### config.mk
export PLATFORM = sky130hd
export DESIGN_NAME = adc_derand_cond
export DESIGN_NICKNAME = d
export VERILOG_FILES = /design/src/rtl/adc_cond_pkg.sv /design/src/rtl/adc_ch_cond.sv /design/src/rtl/adc_derand_cond.sv
export SDC_FILE = /design/constraint.sdc
export NUM_CORES = 1
export LEC_CHECK = 0
export CORE_MARGIN = 8
export CORE_UTILIZATION = 45
export DETAILED_ROUTE_END_ITERATION = 16
export GPL_ROUTABILITY_DRIVEN = 0
export PLACE_DENSITY = 0.78
export REMOVE_ABC_BUFFERS = 1
export SYNTH_ARGS = -nofsm -noshare
export SYNTH_HDL_FRONTEND = slang
export SYNTH_HIERARCHICAL = 1
export SYNTH_SLANG_ARGS = --single-unit
### constraint.sdc
create_clock -name clka -period 11.96 [get_ports clka]
set_clock_uncertainty 0.05 [all_clocks]
set_input_delay 1.794 -clock clka [delete_from_list [all_inputs] [get_ports clka]]
set_output_delay 1.794 -clock clka [all_outputs]
set_load 0.05 [all_outputs]
### src/rtl/adc_cond_pkg.sv
// adc_cond_pkg
// Shared helpers for the ADC front-end conditioner.
//   derand(x, rnd, w) : undo LTC-style output randomisation on a w-bit word
//   abs_sat(x, w)     : saturating magnitude of a w-bit two's-complement word
//   FS_POS(w)/FS_NEG(w): positive / negative full-scale bit patterns
// All helpers work on a wide carrier word so one function serves every
// channel width; callers zero-extend in and slice the low bits back out.
package adc_cond_pkg;

    localparam int MAXW = 64;

    typedef logic [MAXW-1:0] word_t;

    function automatic word_t width_mask(input int w);
        if (w >= MAXW) begin
            return '1;
        end
        return (word_t'(1) << w) - word_t'(1);
    endfunction

    function automatic word_t FS_POS(input int w);
        return (word_t'(1) << (w - 1)) - word_t'(1);
    endfunction

    function automatic word_t FS_NEG(input int w);
        return word_t'(1) << (w - 1);
    endfunction

    // With randomisation on, every bit above bit 0 was XORed with bit 0 by the ADC.
    function automatic word_t derand(input word_t x, input logic rnd, input int w);
        if (rnd && x[0]) begin
            return x ^ (width_mask(w) & ~word_t'(1));
        end
        return x;
    endfunction

    // The most negative code has no positive twin, so it clamps to +full scale.
    function automatic word_t abs_sat(input word_t x, input int w);
        logic neg;
        neg = ((x >> (w - 1)) & word_t'(1)) != '0;
        if (!neg) begin
            return x;
        end
        if (x == FS_NEG(w)) begin
            return FS_POS(w);
        end
        return (~x + word_t'(1)) & width_mask(w);
    endfunction

endpackage

### src/rtl/adc_ch_cond.sv
// adc_ch_cond
// One conditioner channel: input register, derandomise/format stage,
// overrange stretcher and running peak-magnitude tracker.
// Ports:
//   clk, rst     : clock, asynchronous active-high reset
//   rand_en, fmt : derandomise enable, offset-binary select (raw pins)
//   ovr_raw      : raw overrange pin
//   adc_raw      : raw W-bit sample
//   run_zero     : zero the running maximum this clock (wrap or clear)
//   peak_load    : latch the completed window peak this clock
//   adc_out      : conditioned two's-complement sample
//   ovr_out      : stretched overrange flag, aligned with adc_out
//   peak_out     : last completed window peak magnitude
module adc_ch_cond
    import adc_cond_pkg::*;
#(
    parameter int W        = 16,
    parameter int OVR_HOLD = 1024
) (
    input  logic         clk,
    input  logic         rst,
    input  logic         rand_en,
    input  logic         fmt,
    input  logic         ovr_raw,
    input  logic [W-1:0] adc_raw,
    input  logic         run_zero,
    input  logic         peak_load,
    output logic [W-1:0] adc_out,
    output logic         ovr_out,
    output logic [W-2:0] peak_out
);

    localparam int            CW          = (OVR_HOLD > 1) ? $clog2(OVR_HOLD) : 1;
    localparam logic [CW-1:0] HOLD_LOAD   = CW'(OVR_HOLD - 1);
    localparam word_t         FS_POS_FULL = FS_POS(W);
    localparam word_t         FS_NEG_FULL = FS_NEG(W);
    localparam logic [W-1:0]  FS_P        = FS_POS_FULL[W-1:0];
    localparam logic [W-1:0]  FS_N        = FS_NEG_FULL[W-1:0];

    logic [W-1:0]  s1_x;
    logic          s1_ovr;
    logic          s1_rand;
    logic          s1_fmt;
    word_t         dr_full;
    logic [W-1:0]  d;
    logic          trig;
    logic          trig_r;
    logic [CW-1:0] ovr_cnt;
    word_t         mag_full;
    logic [W-2:0]  mag;
    logic [W-2:0]  run_max;
    logic [W-2:0]  pk_next;
    logic          unused_bits;

    // Control pins travel with the sample they were captured alongside.
    always_ff @(posedge clk or posedge rst) begin
        if (rst) begin
            s1_x    <= '0;
            s1_ovr  <= 1'b0;
            s1_rand <= 1'b0;
            s1_fmt  <= 1'b0;
        end else begin
            s1_x    <= adc_raw;
            s1_ovr  <= ovr_raw;
            s1_rand <= rand_en;
            s1_fmt  <= fmt;
        end
    end

    assign dr_full = derand(word_t'(s1_x), s1_rand, W);
    assign d       = dr_full[W-1:0] ^ {s1_fmt, {(W-1){1'b0}}};
    assign trig    = s1_ovr | (d == FS_P) | (d == FS_N);

    // The counter loads from the registered trigger, one clock after the
    // trigger itself, so trig_r covers hold clock 1 and the counter covers
    // the remaining OVR_HOLD-1 clocks.
    always_ff @(posedge clk or posedge rst) begin
        if (rst) begin
            adc_out <= '0;
            trig_r  <= 1'b0;
            ovr_cnt <= '0;
        end else begin
            adc_out <= d;
            trig_r  <= trig;
            if (trig_r) begin
                ovr_cnt <= HOLD_LOAD;
            end else if (ovr_cnt != '0) begin
                ovr_cnt <= ovr_cnt - CW'(1);
            end
        end
    end

    assign ovr_out = trig_r | (ovr_cnt != '0);

    assign mag_full = abs_sat(word_t'(adc_out), W);
    assign mag      = mag_full[W-2:0];

    always_comb begin
        pk_next = run_max;
        if (mag > run_max) begin
            pk_next = mag;
        end
    end

    // On the wrap clock the current sample still counts toward the
    // finishing window before the running maximum restarts.
    always_ff @(posedge clk or posedge rst) begin
        if (rst) begin
            run_max  <= '0;
            peak_out <= '0;
        end else begin
            if (run_zero) begin
                run_max <= '0;
            end else begin
                run_max <= pk_next;
            end
            if (peak_load) begin
                peak_out <= pk_next;
            end
        end
    end

    assign unused_bits = ^{dr_full[MAXW-1:W], mag_full[MAXW-1:W-1]};

endmodule

### src/rtl/adc_derand_cond.sv
// adc_derand_cond
// Multi-channel ADC front-end conditioner between the ADC pins and the DDC.
// Ports:
//   clka         : sample clock
//   local_reset  : asynchronous active-high reset
//   ADC_rand_i   : derandomise enable (all channels)
//   ADC_fmt_i    : 1 = offset-binary input, 0 = two's complement input
//   ADC_ovr_i    : raw overrange pin per channel
//   ADC_i        : raw samples, channel c at [c*W +: W]
//   peak_clr_i   : synchronous restart of the peak window
//   ADC_o        : conditioned samples (latency 2)
//   ADC_ovr_o    : stretched overrange flags
//   ADC_peak_o   : last completed window peak magnitude per channel
//   peak_valid_o : one-clock strobe when ADC_peak_o updates
module adc_derand_cond
    import adc_cond_pkg::*;
#(
    parameter int W        = 16,
    parameter int NCH      = 1,
    parameter int OVR_HOLD = 1024,
    parameter int PEAK_WIN = 65536
) (
    input  logic                 clka,
    input  logic                 local_reset,
    input  logic                 ADC_rand_i,
    input  logic                 ADC_fmt_i,
    input  logic [NCH-1:0]       ADC_ovr_i,
    input  logic [NCH*W-1:0]     ADC_i,
    input  logic                 peak_clr_i,
    output logic [NCH*W-1:0]     ADC_o,
    output logic [NCH-1:0]       ADC_ovr_o,
    output logic [NCH*(W-1)-1:0] ADC_peak_o,
    output logic                 peak_valid_o
);

    localparam int             WCW      = $clog2(PEAK_WIN);
    localparam logic [WCW-1:0] WIN_LAST = WCW'(PEAK_WIN - 1);

    logic [WCW-1:0] win_cnt;
    logic           wrap;
    logic           peak_load;
    logic           run_zero;

    assign wrap      = (win_cnt == WIN_LAST);
    // A clear landing on the wrap clock suppresses the latch and the strobe.
    assign peak_load = wrap & ~peak_clr_i;
    assign run_zero  = wrap | peak_clr_i;

    // Shared window counter; a clear restarts the window from count 0.
    always_ff @(posedge clka or posedge local_reset) begin
        if (local_reset) begin
            win_cnt      <= '0;
            peak_valid_o <= 1'b0;
        end else begin
            if (peak_clr_i || wrap) begin
                win_cnt <= '0;
            end else begin
                win_cnt <= win_cnt + WCW'(1);
            end
            peak_valid_o <= peak_load;
        end
    end

    for (genvar c = 0; c < NCH; c++) begin : g_ch
        adc_ch_cond #(
            .W        (W),
            .OVR_HOLD (OVR_HOLD)
        ) u_ch (
            .clk       (clka),
            .rst       (local_reset),
            .rand_en   (ADC_rand_i),
            .fmt       (ADC_fmt_i),
            .ovr_raw   (ADC_ovr_i[c]),
            .adc_raw   (ADC_i[c*W +: W]),
            .run_zero  (run_zero),
            .peak_load (peak_load),
            .adc_out   (ADC_o[c*W +: W]),
            .ovr_out   (ADC_ovr_o[c]),
            .peak_out  (ADC_peak_o[c*(W-1) +: (W-1)])
        );
    end

endmodule

# Yosys cells after proc, flatten, opt, wreduce, memory -nomap -nowiden
# Cells that the tools add are included.
dict set report word_totals {
  ff_bits 93
  inputBits 22
  output_inout_bits 33
  word_cells 46
}
dict set report classes {
  addsub 3
  magnitude_cmp 1
  eq_ne 4
  n_mux 14
  bitwise_logic 9
  reduce_logical 4
}
# operator n
set ops {}
lappend ops {{$mux 15} 6}
lappend ops {{$eq 16x16->1 const B} 3}
lappend ops {{$mux 16} 3}
lappend ops {{$not 15->15} 2}
lappend ops {{$mux 10} 2}
lappend ops {{$add 16x1->16 const B} 1}
lappend ops {{$eq 16x15->1 const B} 1}
lappend ops {{$xor 16x16->16} 1}
lappend ops {{$add 15x1->15 const B} 1}
lappend ops {{$gt 15x15->1} 1}
lappend ops {{$reduce_bool 10->1} 1}
lappend ops {{$sub 10x1->10 const B} 1}
lappend ops {{$or 1x1->1} 4}
lappend ops {{$mux 1} 3}
lappend ops {{$reduce_bool 2->1} 1}
lappend ops {{$and 1x1->1} 1}
lappend ops {{$logic_and 1x1->1} 1}
lappend ops {{$logic_or 1x1->1} 1}
lappend ops {{$not 1->1} 1}

# Logic depth before layout (Yosys ltp)
dict set report logic_depth {
  ltp_word 8
  ltp_mapped 15
  ltp_nobuf 13
}

# Cells and area by module
# Netlist, hierarchy kept.
# mod instances cells_each area_per_inst_um2 seq_area_each_um2
set modules_own_cells {}
lappend modules_own_cells {adc_ch_cond 1 333 3618.5 1901.8}
lappend modules_own_cells {adc_derand_cond 1 84 870.8 425.4}

# Least setup slack after synthesis
# No wires, ideal clock.
dict set report synth_timing {
  path_type {register -> register}
  from {register g_ch[0].u_ch.adc_out[4]}
  to {register g_ch[0].u_ch.peak_out[12]}
  setup_ns 0.143
  arrival_ns 3.996
  t_required_ns 11.767
  path_slack_ns 7.771
  stages_incl_launch_ff 14
  n_path_buf 2
  synth_period_minus_slack_ns 4.189
  path_cell_list {dfrtp_1 > or4_4 > buf_6 > or4_4 > a211oi_2 > a31oi_1 > ha_1 > nand3_1 > nor3_1 > o31ai_1 > a22oi_1 > buf_2 > mux2i_1 > mux2i_1}
}
dict set report synth_between {
  elab_chain_cells 7
  word_cells_on_any_way 11
  classes_between {add/sub: 1; order compare: 1; eq/ne: 1; mux: 7; bitwise: 1}
}
# element line_no
set synth_lines {}
lappend synth_lines {{start, declared} adc_ch_cond.sv:28} ;# output logic [W-1:0] adc_out,
lappend synth_lines {{start signal, assigned} adc_ch_cond.sv:79} ;# adc_out <= '0;
lappend synth_lines {{start signal, assigned} adc_ch_cond.sv:83} ;# adc_out <= d;
lappend synth_lines {{parallel branches: the longest is 4 deep, another holds $add 15x1->15} --}
lappend synth_lines {{$mux 15 (*)} adc_cond_pkg.sv:44} ;# if (x == FS_NEG(w)) begin
lappend synth_lines {{$gt 15x15->1} adc_ch_cond.sv:100} ;# if (mag > run_max) begin
lappend synth_lines {{$mux 15 (*)} adc_ch_cond.sv:100}
lappend synth_lines {{end signal, assigned} adc_ch_cond.sv:118} ;# peak_out <= pk_next;
lappend synth_lines {{end, declared} adc_ch_cond.sv:30} ;# output logic [W-2:0] peak_out
# Mark *: on every way between the ends. The select of a mux whose other input is x is not followed.
# A chain may end at the register's enable or synchronous reset.

# Worst setup path in the final report
dict set report layout_timing {
  from {register g_ch[0].u_ch.ovr_cnt[3]}
  to {output ADC_ovr_o}
}
dict set report layout_between {
  elab_chain_cells 2
}
# element line_no
set layout_lines {}
lappend layout_lines {{start, declared} adc_ch_cond.sv:48} ;# logic [CW-1:0] ovr_cnt;
lappend layout_lines {{start signal, assigned} adc_ch_cond.sv:88} ;# ovr_cnt <= ovr_cnt - CW'(1);
lappend layout_lines {{$reduce_bool 10->1} adc_ch_cond.sv:93} ;# assign ovr_out = trig_r | (ovr_cnt != '0);
lappend layout_lines {{$or 1x1->1} adc_ch_cond.sv:93}
lappend layout_lines {{end, declared} adc_derand_cond.sv:31} ;# output logic [NCH-1:0] ADC_ovr_o,
# No other way between the ends.

==> flow_summary_export.csv <==
group,metric,value,unit
sta,drv_slew,0,
clocking,cts_tree,"built",
pwr,power,0.000793,W
finish,syn_to_final_growth,19.5,%
detailed_routing,drc_errors,0,
worst_setup_path,cpLargestDelayFamily,"simple AND/OR/NAND/NOR gates",
die,io_pins,55,
worst_setup_path,worst_ep_required_time,10.12,ns
yosys,synth.top_cell.area_share,51.8,%
finish,drive_gt1_share,10.0,%
clocking,cts.clk_slew.worst_paths,0.09,ns
worst_setup_path,setup.worst_path.class,"reg -> out",
yosys,syn_area,0.00449,sq mm
sta,finalSetupViolCount,0,
worst_hold_path,hold_class,"reg -> reg",
yosys,syn_inst,417,
sta,finalHoldViolCount,0,
yosys,ys_seq_elements,93,
yosys,avgSynthCellArea,10.8,sq um
yosys,yosysSeqAreaShare,51.8,%
finish,antenna_cells,0,
detailed_routing,final_antenna_net_count,0,
sta,worst_slew_pin_slew,0.916,ns
run_status,outcome,"completed",
detailed_routing,wl_per_cell,14.5,um
place,dpl.hpwl,6670,um
sta,rsz0062_at_grt,"no",
yosys,ys.warnings.count,6,
clocking,ctsLongestPathBuffers,2,
detailed_routing,vias_per_cell,5.20,
pwr,peakVddDrop,0.0666,mV
die,core_area,0.00973,sq mm
grt,grt_antenna_before_repair,0,
worst_setup_path,cp_max_fo,7,
detailed_routing,first_pass_iters,4,
finish,multi_input_area,0.00197,sq mm
sta,setup_tns,0,ns
sta,period_share,38.8,%
place,port_buffers,54,
flow_run,cap_violations,0,
sta,worst_hold_slack,0.435,ns
die,start_util,46.1,%
place,dp_cells,597,
sta,fin_crit,4.64,ns
die,die-area,0.0134,sq mm
pwr,p_per_area,148,mW/mm^2
worst_setup_path,crit_buf_inv,1,
sta,fmax,215,MHz
finish,instances_no_fill,613,
clocking,cts_root_buf,"clkbuf_8",
clocking,numClockSinks,93,
worst_setup_path,crit_arrival,2.80,ns
finish,nets,515,
yosys,synth_edf_count,0,
yosys,ys.flop_type,"dfrtp_1",
detailed_routing,vias,3187,
clocking,worstSkewPairLatency,0.36,ns
clocking,cts_hold_buf,0,
grt,grt_usage,13.9,%
yosys,synth_area_leader_cell,"dfrtp_1",
pwr,p_leak,2.25,nW
grt,grt_max_degree,77,
worst_setup_path,slowest_delay,0.72,ns
clocking,cts_buffers,9,
die,die_y,116,um
grt,grt_pass1_vias,3120,
yosys,synth-async-reset-ratio,100,%
worst_setup_path,crit_slowest_cell,"clkdlybuf4s50_1",
finish,seqCellArea,0.00233,sq mm
detailed_routing,finalWirelength,8870,um
clocking,cts_repair_resize_count,0,
yosys,synth_cell_types,51,
die,placement_rows,36,
grt,overflow,0,
worst_setup_path,cp-start-kind,"flip-flop",
clocking,cts_setup_buffers,0,
worst_setup_path,crit_path_end_kind,"output port",
die,die_w,116,um
sta,timing.slew.headroom,38.9,%
worst_setup_path,crit_chain,"or4_1 > nor4_2 > nand2_1 > clkdlybuf4s50_1",
finish,n_fill_cell,869,
yosys,synth_area_leaders,"dfrtp_1 (52%), xnor2_1 (5.9%), ha_1 (5.0%)",
detailed_routing,initialDrtViolationCount,103,
clocking,cts-htree-levels,3,
grt,grt_pass1_wl,14900,um
## power breakdown
| part | switching (W) | leakage [nW] | total, W | internal [W] |
|---|---|---|---|---|
| logic | 0.000124 | 1.05 | 0.000212 | 0.0000883 |
| clock network | 0.000116 | 0.0997 | 0.000216 | 0.0000999 |
| registers | 0.0000235 | 1.10 | 0.000364 | 0.000341 |
## layer usage
layer,up-vias,share of wire [%],track usage [%]
li1,1536,-,-
met2,69,52,24.5
met5,-,0,0
met3,11,4.5,2.71
met4,0,1.2,5.27
met1,1571,43,16.2
## per-stage QoR
step           setup slack (ns)  instance area [sq um]  util (%)
2_1_floorplan              7.20                   4430         -
3_3_place_gp               7.71                   5160      53.0
3_5_place_dp               7.70                   5160      53.0
4_1_cts                    7.29                   5360      55.1
5_1_grt                    7.12                   5360      55.1
6_report                   7.32                   5360      55.1
## worst reg2reg max path: stages (launching register included)
cell and delay [ns]:
dfrtp_1 0.46, or4_4 0.62, or4_4 0.55, a211oi_2 0.24
a31oi_1 0.09, ha_1 0.34, nand3_1 0.10, nor3_1 0.32
o31ai_1 0.14, a22oi_1 0.20, buf_4 0.31, mux2_1 0.36
mux2_1 0.29
## state kept, by name, indices dropped and copies added (netlist names)
signal / count
g_ch.u_ch/adc_out: 16
g_ch.u_ch/s1_ovr: 1
g_ch.u_ch/trig_r: 1
g_ch.u_ch/s1_x: 16
g_ch.u_ch/peak_out: 15
g_ch.u_ch/s1_rand: 1
win_cnt: 16
peak_valid_o: 1
g_ch.u_ch/run_max: 15
g_ch.u_ch/ovr_cnt: 10
g_ch.u_ch/s1_fmt: 1
## synthesized netlist by cell type (3+ instances only)
master    count
nand3_1      15
nor2b_1       3
nor3_1       18
dfrtp_1      93
xnor2_1      30
o211ai_1      3
a31oi_1       4
ha_1         18
nor4_2        4
xor2_1       12
nand3b_1      3
nor2_2        3
a21oi_1      14
o21ai_0      10
mux2i_1      22
or4_1         3
nand2_1      21
nand2_2       7
buf_2         3
nand4_2       3
or3_1         4
a211oi_1      3
buf_6         3
nor2_1       44
clkbuf_1      4
o31ai_1       5
inv_1        34
## worst paths after layout
check / startpoint / endpoint / slack, ns / cells after the start
min in group asynchronous: local_reset / win_cnt[14]$_DFF_PP0_ / 1.82 / 2
hold reg to reg: g_ch[0].u_ch/s1_x[0]$_DFF_PP0_ / g_ch[0].u_ch/adc_out[0]$_DFF_PP0_ / 0.44 / 0
setup / recovery: g_ch[0].u_ch/ovr_cnt[3]$_DFFE_PP0P_ / ADC_ovr_o / 7.32 / 4
hold / removal: g_ch[0].u_ch/s1_x[0]$_DFF_PP0_ / g_ch[0].u_ch/adc_out[0]$_DFF_PP0_ / 0.44 / 0
setup reg to reg: g_ch[0].u_ch/adc_out[4]$_DFF_PP0_ / g_ch[0].u_ch/peak_out[4]$_DFFE_PP0P_ / 7.77 / 12
max in group asynchronous: local_reset / g_ch[0].u_ch/ovr_cnt[9]$_DFFE_PP0P_ / 9.26 / 3
## cell usage in the layout (no fill, tap or decap), drive strengths merged, types with 3 or more instances in the layout
cell type	count
xnor2	30
nand2	28
mux2i	22
o211ai	3
nand3b	3
nor2b	3
ha	18
nor3	19
clkdlybuf4s50	54
o31ai	5
nand3	16
buf	3
nand4	5
a21oi	14
mux2	3
inv	37
nor2	47
o21ai	10
clkbuf	9
nor4	6
dfrtp	93
a211oi	4
a31oi	4
or3	4
or4	5
xor2	12
## kinds of logic after synthesis
| logic type | count (synthesis) | share of synthesized area [%] |
|---|---|---|
| flip-flops | 93 | 51.8 |
| multiplexers | 25 | 5.66 |
| adder cells (fa/ha/maj) | 18 | 5.02 |
| AND/OR/NAND/NOR | 146 | 18.1 |
| buffers and inverters | 45 | 4.35 |
| XOR/XNOR | 42 | 8.19 |
| AO/OA/AOI/OAI | 48 | 6.86 |
## final cells by class
type	count	area share, %
well taps	133	3.10
repair buffers	57	10.5
inverters	35	2.45
flip-flops and latches	93	43.4
multi-input cells	279	36.7
clock inverters	7	1.52
clock buffers	9	2.31
Note: power is estimated with default switching activity, not from simulation.
